==> src/rtl/serial_pattern_tx.sv <==
// Serial pattern transmitter: shifts a captured WIDTH-bit pattern out MSB-first, optionally repeated with zero gaps.
// Latency: first bit on w the cycle after start is sampled; done pulses one cycle after the last bit of the last copy.
// Backpressure: none; start is only honoured in IDLE, and abort cancels any transmission in progress.
module serial_pattern_tx #(
  parameter int WIDTH = 8,
  parameter int GAP   = 2,
  parameter int REP_W = 4,
  localparam int CNT_W = $clog2(WIDTH) + 1
) (
  input  logic             clock,
  input  logic             reset,
  input  logic             start,
  input  logic [WIDTH-1:0] pattern,
  input  logic [REP_W-1:0] repeats,
  input  logic             abort,
  output logic             w,
  output logic             busy,
  output logic             done,
  output logic [1:0]       presentState,
  output logic [CNT_W-1:0] bit_cnt
);

  // Gap counter counts down from GAP-1 to 0; keep it at least one bit wide even when GAP is 0.
  localparam int GAP_W = (GAP > 1) ? $clog2(GAP) : 1;

  localparam logic [CNT_W-1:0] LAST_BIT = CNT_W'(WIDTH - 1);
  localparam logic [CNT_W-1:0] CNT_ONE  = CNT_W'(1);
  localparam logic [GAP_W-1:0] GAP_LOAD = GAP_W'((GAP > 0) ? (GAP - 1) : 0);
  localparam logic [GAP_W-1:0] GAP_ONE  = GAP_W'(1);
  localparam logic [REP_W-1:0] REP_ONE  = REP_W'(1);

  typedef enum logic [1:0] {
    S_IDLE  = 2'd0,
    S_SHIFT = 2'd1,
    S_GAP   = 2'd2,
    S_DONE  = 2'd3
  } state_t;

  state_t           state_q, state_d;
  logic [WIDTH-1:0] pat_q, pat_d;   // captured copy used for every repeat
  logic [WIDTH-1:0] sh_q, sh_d;     // bits still to send in the current copy, MSB next
  logic [REP_W-1:0] rep_q, rep_d;   // copies remaining, including the one in flight
  logic [GAP_W-1:0] gap_q, gap_d;   // gap cycles remaining after the current one
  logic [CNT_W-1:0] cnt_q, cnt_d;
  logic             w_q, w_d;
  logic             busy_q, busy_d;
  logic             done_q, done_d;

  // State and output registers; reset forces everything quiet immediately.
  always_ff @(posedge clock or negedge reset) begin
    if (!reset) begin
      state_q <= S_IDLE;
      pat_q   <= '0;
      sh_q    <= '0;
      rep_q   <= '0;
      gap_q   <= '0;
      cnt_q   <= '0;
      w_q     <= 1'b0;
      busy_q  <= 1'b0;
      done_q  <= 1'b0;
    end else begin
      state_q <= state_d;
      pat_q   <= pat_d;
      sh_q    <= sh_d;
      rep_q   <= rep_d;
      gap_q   <= gap_d;
      cnt_q   <= cnt_d;
      w_q     <= w_d;
      busy_q  <= busy_d;
      done_q  <= done_d;
    end
  end

  // Next-state and next-output logic; w and done default low so only SHIFT/DONE raise them.
  always_comb begin
    state_d = state_q;
    pat_d   = pat_q;
    sh_d    = sh_q;
    rep_d   = rep_q;
    gap_d   = gap_q;
    cnt_d   = cnt_q;
    w_d     = 1'b0;
    busy_d  = busy_q;
    done_d  = 1'b0;

    if (abort && (state_q != S_IDLE)) begin
      state_d = S_IDLE;
      busy_d  = 1'b0;
      cnt_d   = '0;
    end else begin
      case (state_q)
        S_IDLE: begin
          busy_d = 1'b0;
          // abort also blocks acceptance here so a cancel and a new request never collide
          if (start && !abort) begin
            pat_d   = pattern;
            w_d     = pattern[WIDTH-1];
            sh_d    = {pattern[WIDTH-2:0], 1'b0};
            rep_d   = (repeats == '0) ? REP_ONE : repeats;
            cnt_d   = '0;
            busy_d  = 1'b1;
            state_d = S_SHIFT;
          end
        end

        S_SHIFT: begin
          if ((cnt_q > LAST_BIT) || (rep_q == '0)) begin
            // corrupted counters: abandon the transfer rather than emit garbage
            state_d = S_IDLE;
            busy_d  = 1'b0;
            cnt_d   = '0;
          end else if (cnt_q != LAST_BIT) begin
            w_d   = sh_q[WIDTH-1];
            sh_d  = {sh_q[WIDTH-2:0], 1'b0};
            cnt_d = cnt_q + CNT_ONE;
          end else if (rep_q > REP_ONE) begin
            rep_d = rep_q - REP_ONE;
            if (GAP > 0) begin
              state_d = S_GAP;
              gap_d   = GAP_LOAD;
              cnt_d   = '0;
            end else begin
              // back-to-back copy: MSB follows the LSB with no bubble
              w_d   = pat_q[WIDTH-1];
              sh_d  = {pat_q[WIDTH-2:0], 1'b0};
              cnt_d = '0;
            end
          end else begin
            state_d = S_DONE;
            busy_d  = 1'b0;
            done_d  = 1'b1;
            cnt_d   = '0;
          end
        end

        S_GAP: begin
          if ((gap_q > GAP_LOAD) || (rep_q == '0)) begin
            state_d = S_IDLE;
            busy_d  = 1'b0;
            cnt_d   = '0;
          end else if (gap_q == '0) begin
            w_d     = pat_q[WIDTH-1];
            sh_d    = {pat_q[WIDTH-2:0], 1'b0};
            cnt_d   = '0;
            state_d = S_SHIFT;
          end else begin
            gap_d = gap_q - GAP_ONE;
          end
        end

        S_DONE: begin
          // done lasts exactly one cycle; start here is deliberately ignored
          state_d = S_IDLE;
          busy_d  = 1'b0;
        end

        default: begin
          state_d = S_IDLE;
          busy_d  = 1'b0;
          cnt_d   = '0;
        end
      endcase
    end
  end

  assign w            = w_q;
  assign busy         = busy_q;
  assign done         = done_q;
  assign presentState = state_q;
  assign bit_cnt      = cnt_q;

endmodule

==> config.mk <==
export PLATFORM = sky130hd
export DESIGN_NAME = serial_pattern_tx
export DESIGN_NICKNAME = d
export VERILOG_FILES = /design/src/rtl/serial_pattern_tx.sv
export SDC_FILE = /design/constraint.sdc
export NUM_CORES = 1
export LEC_CHECK = 0
export CAP_MARGIN = 10
export CORE_UTILIZATION = 48
export DETAILED_ROUTE_END_ITERATION = 12
export GPL_ROUTABILITY_DRIVEN = 0
export PLACE_DENSITY = 0.72
export REMOVE_ABC_BUFFERS = 1
export SLEW_MARGIN = 0
export SYNTH_ARGS = -nofsm -noshare
export SYNTH_HDL_FRONTEND = slang
export SYNTH_SLANG_ARGS = --single-unit
==> constraint.sdc <==
create_clock -name clock -period 5.95 [get_ports clock]
set_input_delay 0.8925 -clock clock [delete_from_list [all_inputs] [get_ports clock]]
set_output_delay 0.8925 -clock clock [all_outputs]
set_load 0.05 [all_outputs]
==> metrics.txt <==
initial antenna violation count 0; Power Total 0.000933 W; Die Span Y 61.5 um; via count 1,477; drt drc 0; Syn Inst Count 194; worst reg2reg startpoint presentState[1]; Synth Register Bits 29; critical path class reg -> reg; outcome complete, no violations; core area 3360 um^2; Max Freq ~0.37 GHz; hold_buf cts 0; IO Port Bufs 24; clock power share 14.8%; Wirelength per Cell 13.9 um; Final setup viols 0; CP required between 6 and 7 ns; Max Cap Viol 0; # diodes 0; Worst slew margin 40.9%; first-pass GRT wire length 6010 um; most frequent cell after synthesis nand2_1; worst-path fanout max 18; CTS sink cnt 29; Reg power frac 36.6%; fillcell total a little over 300; final hold violations 0; largest net degree at the start of global routing 30; PostCTS Resize Cnt 0; Final Cycle Share a little under half; synthesized cell area 1700 um^2; effective utilization at floorplan 50.4%; HPWL Detailed approximately 2700 um; Die Area 3780 um^2; switching power approximately 0.00042 W; slowest CP cell o2111ai_1; Post-synth EDFFs 0; # IOs 25; dominant synthesized flop cell dfrtp_1; Hold Path Class reg -> reg; cell taking the most area after synthesis dfrtp_1; Net Sw Frac 44.7%; H-tree lvl count 2; Root Driver clkbuf_4; pwr/cell area 461 nW/um^2; critical path's largest stage delay 0.77 ns; maximum vdd drop about 0.18 mV; Int Power just over 0.0005 W; CTS Buf Count 5; RSZ-0062 raised after global routing false; clock latency at the later pin of the worst-skew pair 0.33 ns; post-DR vias/cell about 5.6; Tightest Pin Transition 0.886 ns; Pins Over Slew Limit 0; yosys warns 0; post-layout min period between 2 and 3 ns; Mapped Avg Cell Area 8.75 um^2; Die W 61.5 um; reg-to-reg slack, setup 3.27 ns; worst clock skew 0.00834 ns; Synth-to-Final Area Change 19.4%; Hold Path End pat_q[3]; setup repair bufs after CTS 0; async set or reset register ratio after synthesis 100%; r2r endpoint sh_q[1]; R2R depth 5; share of layout cells above drive strength 1 7.76%; CTS tree done; antenna-violating nets left 0; CP Capture Type flip-flop; Lkg Pwr 0.892 nW; top cells by area, synth dfrtp_1 43%, nand2_1 9.5%, o21ai_0 6.8%; Post-synth top cells 43 x nand2_1, 29 x dfrtp_1, 23 x o21ai_0, 11 x nor2_1; Comb pwr share 48.6%; worst path cell trace inv_1 > ha_1 > nand2b_1 > o2111ai_1 > mux2_2; drt total wl between 3000 and 4000 um; top-area cell type share of the netlist area 42.8%; register area share after synthesis 42.8%; GRT Overall Usage 21.8%; Yosys cell types 43; FP Rows 21; Layout Nets 243; CTS max path bufs 2; hold depth 2; TNS Setup 0 ns; Arr. time, crit path 2.90 ns; grt total ovfl 0; Hold Slack 0.490 ns; clk slew on worst S/H paths 0.09 ns; HP Start pat_q[3]; drt initial violations 113; startpoint types flip-flop; vias in the first global route 1,373; DRT Pass-1 Iters 4
critical path, delay by kind of cell (launching register included):
family / cells / cell delay, ns
AOI/OAI and AO/OA: 1 / 0.77
muxes: 1 / 0.41
DFF: 1 / 0.46
and+or+nand+nor: 1 / 0.19
buffers and inverters: 1 / 0.13
adders and majority gates: 1 / 0.60
logic make-up (layout without fill, tap and decap cells):
group,Yosys count,count (layout),synth area share [%]
AO/OA/AOI/OAI,50,50,19.7
multiplexers,3,3,1.92
AND/OR/NAND/NOR,86,86,24.3
flip-flops,29,29,42.8
buffers and inverters,17,42,4.72
adder cells (fa/ha/maj),9,9,6.64
stage by stage:
stage               instance area [um^2]  setup slack [ns]  util (%)  cells
floorplan                           1650              3.49         -    186
global placement                    1960              3.14      58.1    257
detailed placement                  1960              3.05      58.1    257
CTS                                 2030              3.28      60.2    265
global route                        2030              3.14      60.2    265
finish                              2030              3.27      60.2    265
how the worst max path moves through the flow:
stage / startpoint / end / slack, ns
2_1_floorplan: presentState[1] / sh_q[1] / 3.49
3_3_place_gp: abort / sh_q[1] / 3.14
3_5_place_dp: abort / sh_q[1] / 3.05
4_1_cts: presentState[1] / sh_q[1] / 3.28
5_1_grt: presentState[1] / sh_q[1] / 3.14
6_report: presentState[1] / sh_q[1] / 3.27
cell type report:
type / count / area [um^2] / area share (%)
clock buffers: 7 / 65.1 / 3.21
clock inverters: 1 / 5.00 / 0.247
inverters: 9 / 33.8 / 1.67
multi-input cells: 148 / 891 / 44.0
flip-flops and latches: 29 / 726 / 35.8
well taps: 46 / 57.6 / 2.84
repair buffers: 25 / 248 / 12.2
sequential cells by signal, summed over array words and instances (netlist names):
name	count
bit_cnt	4
busy	1
done	1
gap_q	1
pat_q	8
presentState	2
rep_q	4
sh_q	7
w	1
power by group through the flow:
stage               Clock, W  Combinational, W  Sequential (W)
finish              0.000138          0.000453        0.000341
global placement           0          0.000437        0.000340
floorplan                  0          0.000283        0.000381
detailed placement         0          0.000454        0.000343
global route        0.000151          0.000507        0.000353
CTS                 0.000141          0.000453        0.000341
placed cells by master, fill, tap and decap left out, types with 2 or more instances in the layout:
cell type | Yosys | routed
a211oi_1 | 2 | 2
a21oi_1 | 5 | 5
a22oi_1 | 6 | 6
and2_1 | 2 | 2
clkbuf_4 | 0 | 5
clkbuf_8 | 0 | 2
clkdlybuf4s50_1 | 0 | 24
dfrtp_1 | 29 | 29
ha_1 | 9 | 9
inv_1 | 9 | 9
mux2_2 | 2 | 2
nand2_1 | 43 | 43
nand2b_1 | 3 | 3
nand3_1 | 8 | 8
nand3b_1 | 3 | 3
nor2_1 | 11 | 11
nor3_1 | 5 | 5
o21ai_0 | 23 | 23
or3_1 | 2 | 2
or4_1 | 2 | 2
layer usage:
layer  wire, um  vias up  track usage [%]
met3        132        7             5.67
met1       1720      701             28.1
li1           -      734                -
met4         51        0             6.03
met2       1770       35             36.2
met5          0        -                0
Note: power is estimated with default switching activity, not from simulation.
==> edit 1: new RTL, config.mk and constraints unchanged <==
Put one more register stage on the output `w`, cleared by the reset. The value now appears one clock later. The other outputs are not delayed to match. Comments in the files are not updated.
--- a/src/rtl/serial_pattern_tx.sv
+++ b/src/rtl/serial_pattern_tx.sv
@@ -165,3 +165,9 @@
 
-  assign w            = w_q;
+  always_ff @(posedge clock or negedge reset) begin
+    if (!reset) begin
+      w <= '0;
+    end else begin
+      w <= w_q;
+    end
+  end
   assign busy         = busy_q;
Behaviour: not the same (Yosys sat finds a counterexample within 4 cycles, from zero or initial values and one cycle with reset low).
==> edit 1 against the original RTL <==
Worst setup slack better by 54 ps; routed wire length is 0.87% lower; final area is 1.6% higher; area after synthesis is 1.5% higher; first-iteration DRC count is 27% lower; combinational power is 0.9% lower; sequential cell count is 1 higher; die area is 1.4% higher; total power is 2.9% higher; global-route usage hardly changed.
==> edit 1: results (changes against the original RTL) <==
* Post-detail-place hpwl at 2.64 mm (was 2.70 mm)
* First-iteration detailed-routing DRC count at 83 (was 113)
* Worst Skew at 5.57 ps (was 8.34 ps)
* Top post-synthesis cells by area: dfrtp_1, nand2_1, o21ai_0, ha_1, a22oi_1 (unchanged)
* LEAKAGE at 0.000909 uW (was 0.000892 uW)
* Fraction of layout cells with a size suffix above 1 at 0.0773 (was 0.0776)
* Post-synth top flop: dfrtp_1 (unchanged)
* Sw power at 416 uW (was 417 uW)
* Post-DR wirelength/cell at 13.7 um (was 13.9 um)
* WHS at 369 ps (was 490 ps)
* Crit path max fanout at 18 (unchanged)
* GRT Resource Usage Total at 0.217 (was 0.218)
* Clk pin slew, worst setup/hold paths at 100 ps
* First-pass GRT wire length at 5.88 mm (was 6.01 mm)
* Maximum VDD drop at 0.208 mV (was 0.182 mV)
* Most common library cells after synthesis: nand2_1, dfrtp_1, o21ai_0 (unchanged)
* Status: finished clean (unchanged)
* Vias in the first global route at 1272 (was 1373)
* Final nets at 244 (was 243)
* Worst-margin pin slew at 830 ps (was 886 ps)
* Largest net degree at the start of global routing at 31 (was 30)
* Initial antenna violation count at 0 (unchanged)
* Launch point of the worst hold path: w_q (was pat_q[3])
* Max stage delay on crit path at 730 ps (was 770 ps)
* Vias at 1471 (was 1477)
* Worst Path Arrival at 2860 ps (was 2900 ps)
* Post-synthesis sequential area ratio at 0.436 (was 0.428)
edit 1: cell count changes in the layout (fill, tap and decap cells not counted):
cell / unedited run / this run
dfrtp_1: 29 / 30
bufinv_16: 0 / 1
clkinv_2: 1 / 2
clkbuf_8: 2 / 0
edit 1: metal layers:
layer | track usage | vias up | part of all wire
met3 | 0.0393 | 8 | 0.042
met4 | 0.102 | 0 | 0.020
li1 | - | 738 | -
met5 | 0 | - | 0
met1 | 0.260 | 684 | 0.44
met2 | 0.378 | 41 | 0.50
edit 1: final timing paths:
path / endpoint / cells past startpoint
max reg2reg: sh_q[1] / 5
min in group asynchronous: bit_cnt[0] / 2
min: w / 0
min reg2reg: w / 0
max: sh_q[1] / 5
max in group asynchronous: sh_q[6] / 2
edit 1: critical path: cells and delay by family (launching register included):
kind                     cells  cell delay, ps
AND/OR/NAND/NOR              1             190
multiplexers                 1             410
flip-flops                   1             450
buffers and inverters        1             130
AO/OA/AOI/OAI                1             730
adder cells (fa/ha/maj)      1             600
edit 1: cell type report:
type / instances / area (um2)
timing repair buffer: 25 / 248
tap: 46 / 57.6
inverter: 9 / 33.8
fill: 283 / 1330
clock buffer: 5 / 37.5
multi-input combinational: 148 / 891
sequential: 30 / 751
clock inverter: 3 / 40.0
edit 1: power by group through the flow:
stage	sequential (uW)	clock [uW]	combinational (uW)
2_1_floorplan	391	0	283
3_3_place_gp	350	0	436
3_5_place_dp	354	0	448
4_1_cts	349	164	452
5_1_grt	361	171	502
6_report	350	162	449
edit 1: logic make-up after synthesis:
group	synth area share
buffers and inverters	0.0465
DFF	0.436
AOI/OAI and AO/OA	0.194
and+or+nand+nor	0.239
muxes	0.0189
adders and majority gates	0.0654
edit 1: metrics by stage:
stage / util / instances / instance area, um2 / power, uW / setup WS [ps]
finish: 0.607 / 266 / 2060 / 961 / 3320
global route: 0.607 / 266 / 2060 / 1030 / 3160
CTS: 0.607 / 266 / 2060 / 965 / 3290
detailed placement: 0.584 / 258 / 1980 / 802 / 3120
global placement: 0.584 / 258 / 1980 / 786 / 3140
floorplan: - / 187 / 1680 / 674 / 3490
==> edit 2: new RTL, same flow settings <==
Without the edit above. Change the parameter `WIDTH` from 8 to 16.
--- a/src/rtl/serial_pattern_tx.sv
+++ b/src/rtl/serial_pattern_tx.sv
@@ -4,3 +4,3 @@
 module serial_pattern_tx #(
-  parameter int WIDTH = 8,
+  parameter int WIDTH = 16,
   parameter int GAP   = 2,
Interface: changed (resized bit_cnt and pattern); port bits go from 25 to 34. The function was not compared with the original's and may differ.
==> edit 2 against the original RTL <==
Hold slack worse by 8.3 ps; worst setup slack lost 270 ps; final area up 51%; largest cell class unchanged; count of clock-buffer cells in the layout down 1; first-iteration DRC count is 4.4% higher; clock power increased by 67%; sequential cell count is 17 higher; largest power group unchanged; area after synthesis up 55%; via count up 36%; fmax fell by 9.2%; total power is 49% higher; routed wire length increased by 41%.
==> edit 2: results (changes against the original RTL) <==
* Clock Tree Root: clkbuf_8 (was clkbuf_4)
* Htree depth at 2 (unchanged)
* Final nets at 330 (was 243)
* Post-detail-place hpwl at 3.48 mm (was 2.70 mm)
* LEAKAGE at 0.00138 uW (was 0.000892 uW)
* Fraction of layout cells with a size suffix above 1 at 0.114 (was 0.0776)
* Asr flop ratio synth at 1.00 (unchanged)
* Clock Latency Late Sink at 300 ps (was 330 ps)
* CP max stage cell: a221oi_4 (was o2111ai_1)
* Via-per-instance ratio at 5.47 (was 5.57)
* Number of flip-flops in the largest register at 16 (was 8)
* Largest Register: pat_q (unchanged)
* Setup repair bufs after CTS at 0 (unchanged)
* Crit path max fanout at 15 (was 18)
* CTS Buf Count at 5 (unchanged)
* Worst Skew at 5.89 ps (was 8.34 ps)
* Bufs on Longest Clock Path at 2 (unchanged)
* Clk pin slew, worst setup/hold paths at 80 ps
* Top post-synthesis cells by area: dfrtp_1, nand2_1, mux2_4, ha_1, a22oi_1 (was dfrtp_1, nand2_1, o21ai_0, ha_1, a22oi_1)
* Distinct cells, synth at 54 (was 43)
* Initial antenna violation count at 0 (unchanged)
* Max stage delay on crit path at 770 ps (about the same)
* Filler cells at 479 (was 309)
* Vias in the first global route at 1927 (was 1373)
* Ys Warns at 0 (unchanged)
* Slew headroom at 0.331 (was 0.409)
* DP Worst Slack at 2690 ps (was 3050 ps)
* ANT cells at 0 (unchanged)
* TritonRoute pass-1 iters at 4 (unchanged)
* GRT Resource Usage Total at 0.199 (was 0.218)
* First-iteration detailed-routing DRC count at 118 (was 113)
* Maximum VDD drop at 0.237 mV (was 0.182 mV)
* Status: finished clean (unchanged)
* Post-synthesis sequential area ratio at 0.438 (was 0.428)
* Min-delay worst type: flip-flop to flip-flop (unchanged)
* Resized Gates After CTS at 0 (unchanged)
* Drt total wl at 5.18 mm (was 3.67 mm)
* Post-synth top flop: dfrtp_1 (unchanged)
* Worst Path Arrival at 3140 ps (was 2900 ps)
* PortBufs at 33 (was 24)
* Largest net degree at the start of global routing at 47 (was 30)
* First-pass GRT wire length at 9.23 mm (was 6.01 mm)
* Most common library cells after synthesis: nand2_1, dfrtp_1, nor2_1 (was nand2_1, dfrtp_1, o21ai_0)
* DP Area at 0.00294 mm2 (was 0.00196 mm2)
-- edit 2: logic make-up (layout without fill, tap and decap cells) --
kind of cell               count (synthesis)  in the layout  share of synthesized area
and+or+nand+nor                          108            108                      0.189
buffers and inverters                     26             52                     0.0548
muxes                                     22             22                      0.107
AOI/OAI and AO/OA                         61             61                      0.169
adders and majority gates                  9              9                     0.0429
DFF                                       46             46                      0.438
-- edit 2: power by group --
| part | switching, uW | internal [uW] | total [uW] |
|---|---|---|---|
| clock | 105 | 125 | 230 |
| sequential | 88.1 | 447 | 535 |
| combinational | 343 | 282 | 625 |
-- edit 2: routing by layer --
metal | global-route usage | wire (um) | vias up
met5 | 0 | 0 | -
met4 | 0.0596 | 21 | 0
met3 | 0.0371 | 218 | 2
met2 | 0.312 | 2370 | 44
met1 | 0.282 | 2570 | 965
li1 | - | - | 1002
-- edit 2: area by class of cell --
| type | instances | area [um2] | area share |
|---|---|---|---|
| tap | 70 | 87.6 | 0.0287 |
| multi-input combinational | 200 | 1330 | 0.437 |
| inverter | 10 | 37.5 | 0.0123 |
| timing repair buffer | 34 | 333 | 0.109 |
| clock inverter | 2 | 37.5 | 0.0123 |
| clock buffer | 6 | 72.6 | 0.0238 |
| sequential | 46 | 1150 | 0.377 |
-- edit 2: per-stage QoR --
step / std cells / hold WS, ps
6_report: 368 / 482
5_1_grt: 368 / 517
4_1_cts: 368 / 489
3_5_place_dp: 360 / 465
3_3_place_gp: 360 / 460
2_1_floorplan: 256 / 446
-- edit 2: path summary, 6_finish.rpt --
kind,slack [ps],to,startpoint,cells past startpoint
min in group asynchronous,760,bit_cnt[1],reset,1
setup / recovery,3000,sh_q[8],abort,4
hold / removal,480,pat_q[15],pat_q[15],2
hold reg to reg,480,pat_q[15],pat_q[15],2
setup reg to reg,3230,sh_q[8],presentState[0],6
max in group asynchronous,4580,w,reset,1
-- edit 2: critical path, delay by kind of cell --
kind            cells  cell delay, ps
buf+inv             1             570
compound gates      2            1250
mux                 1             420
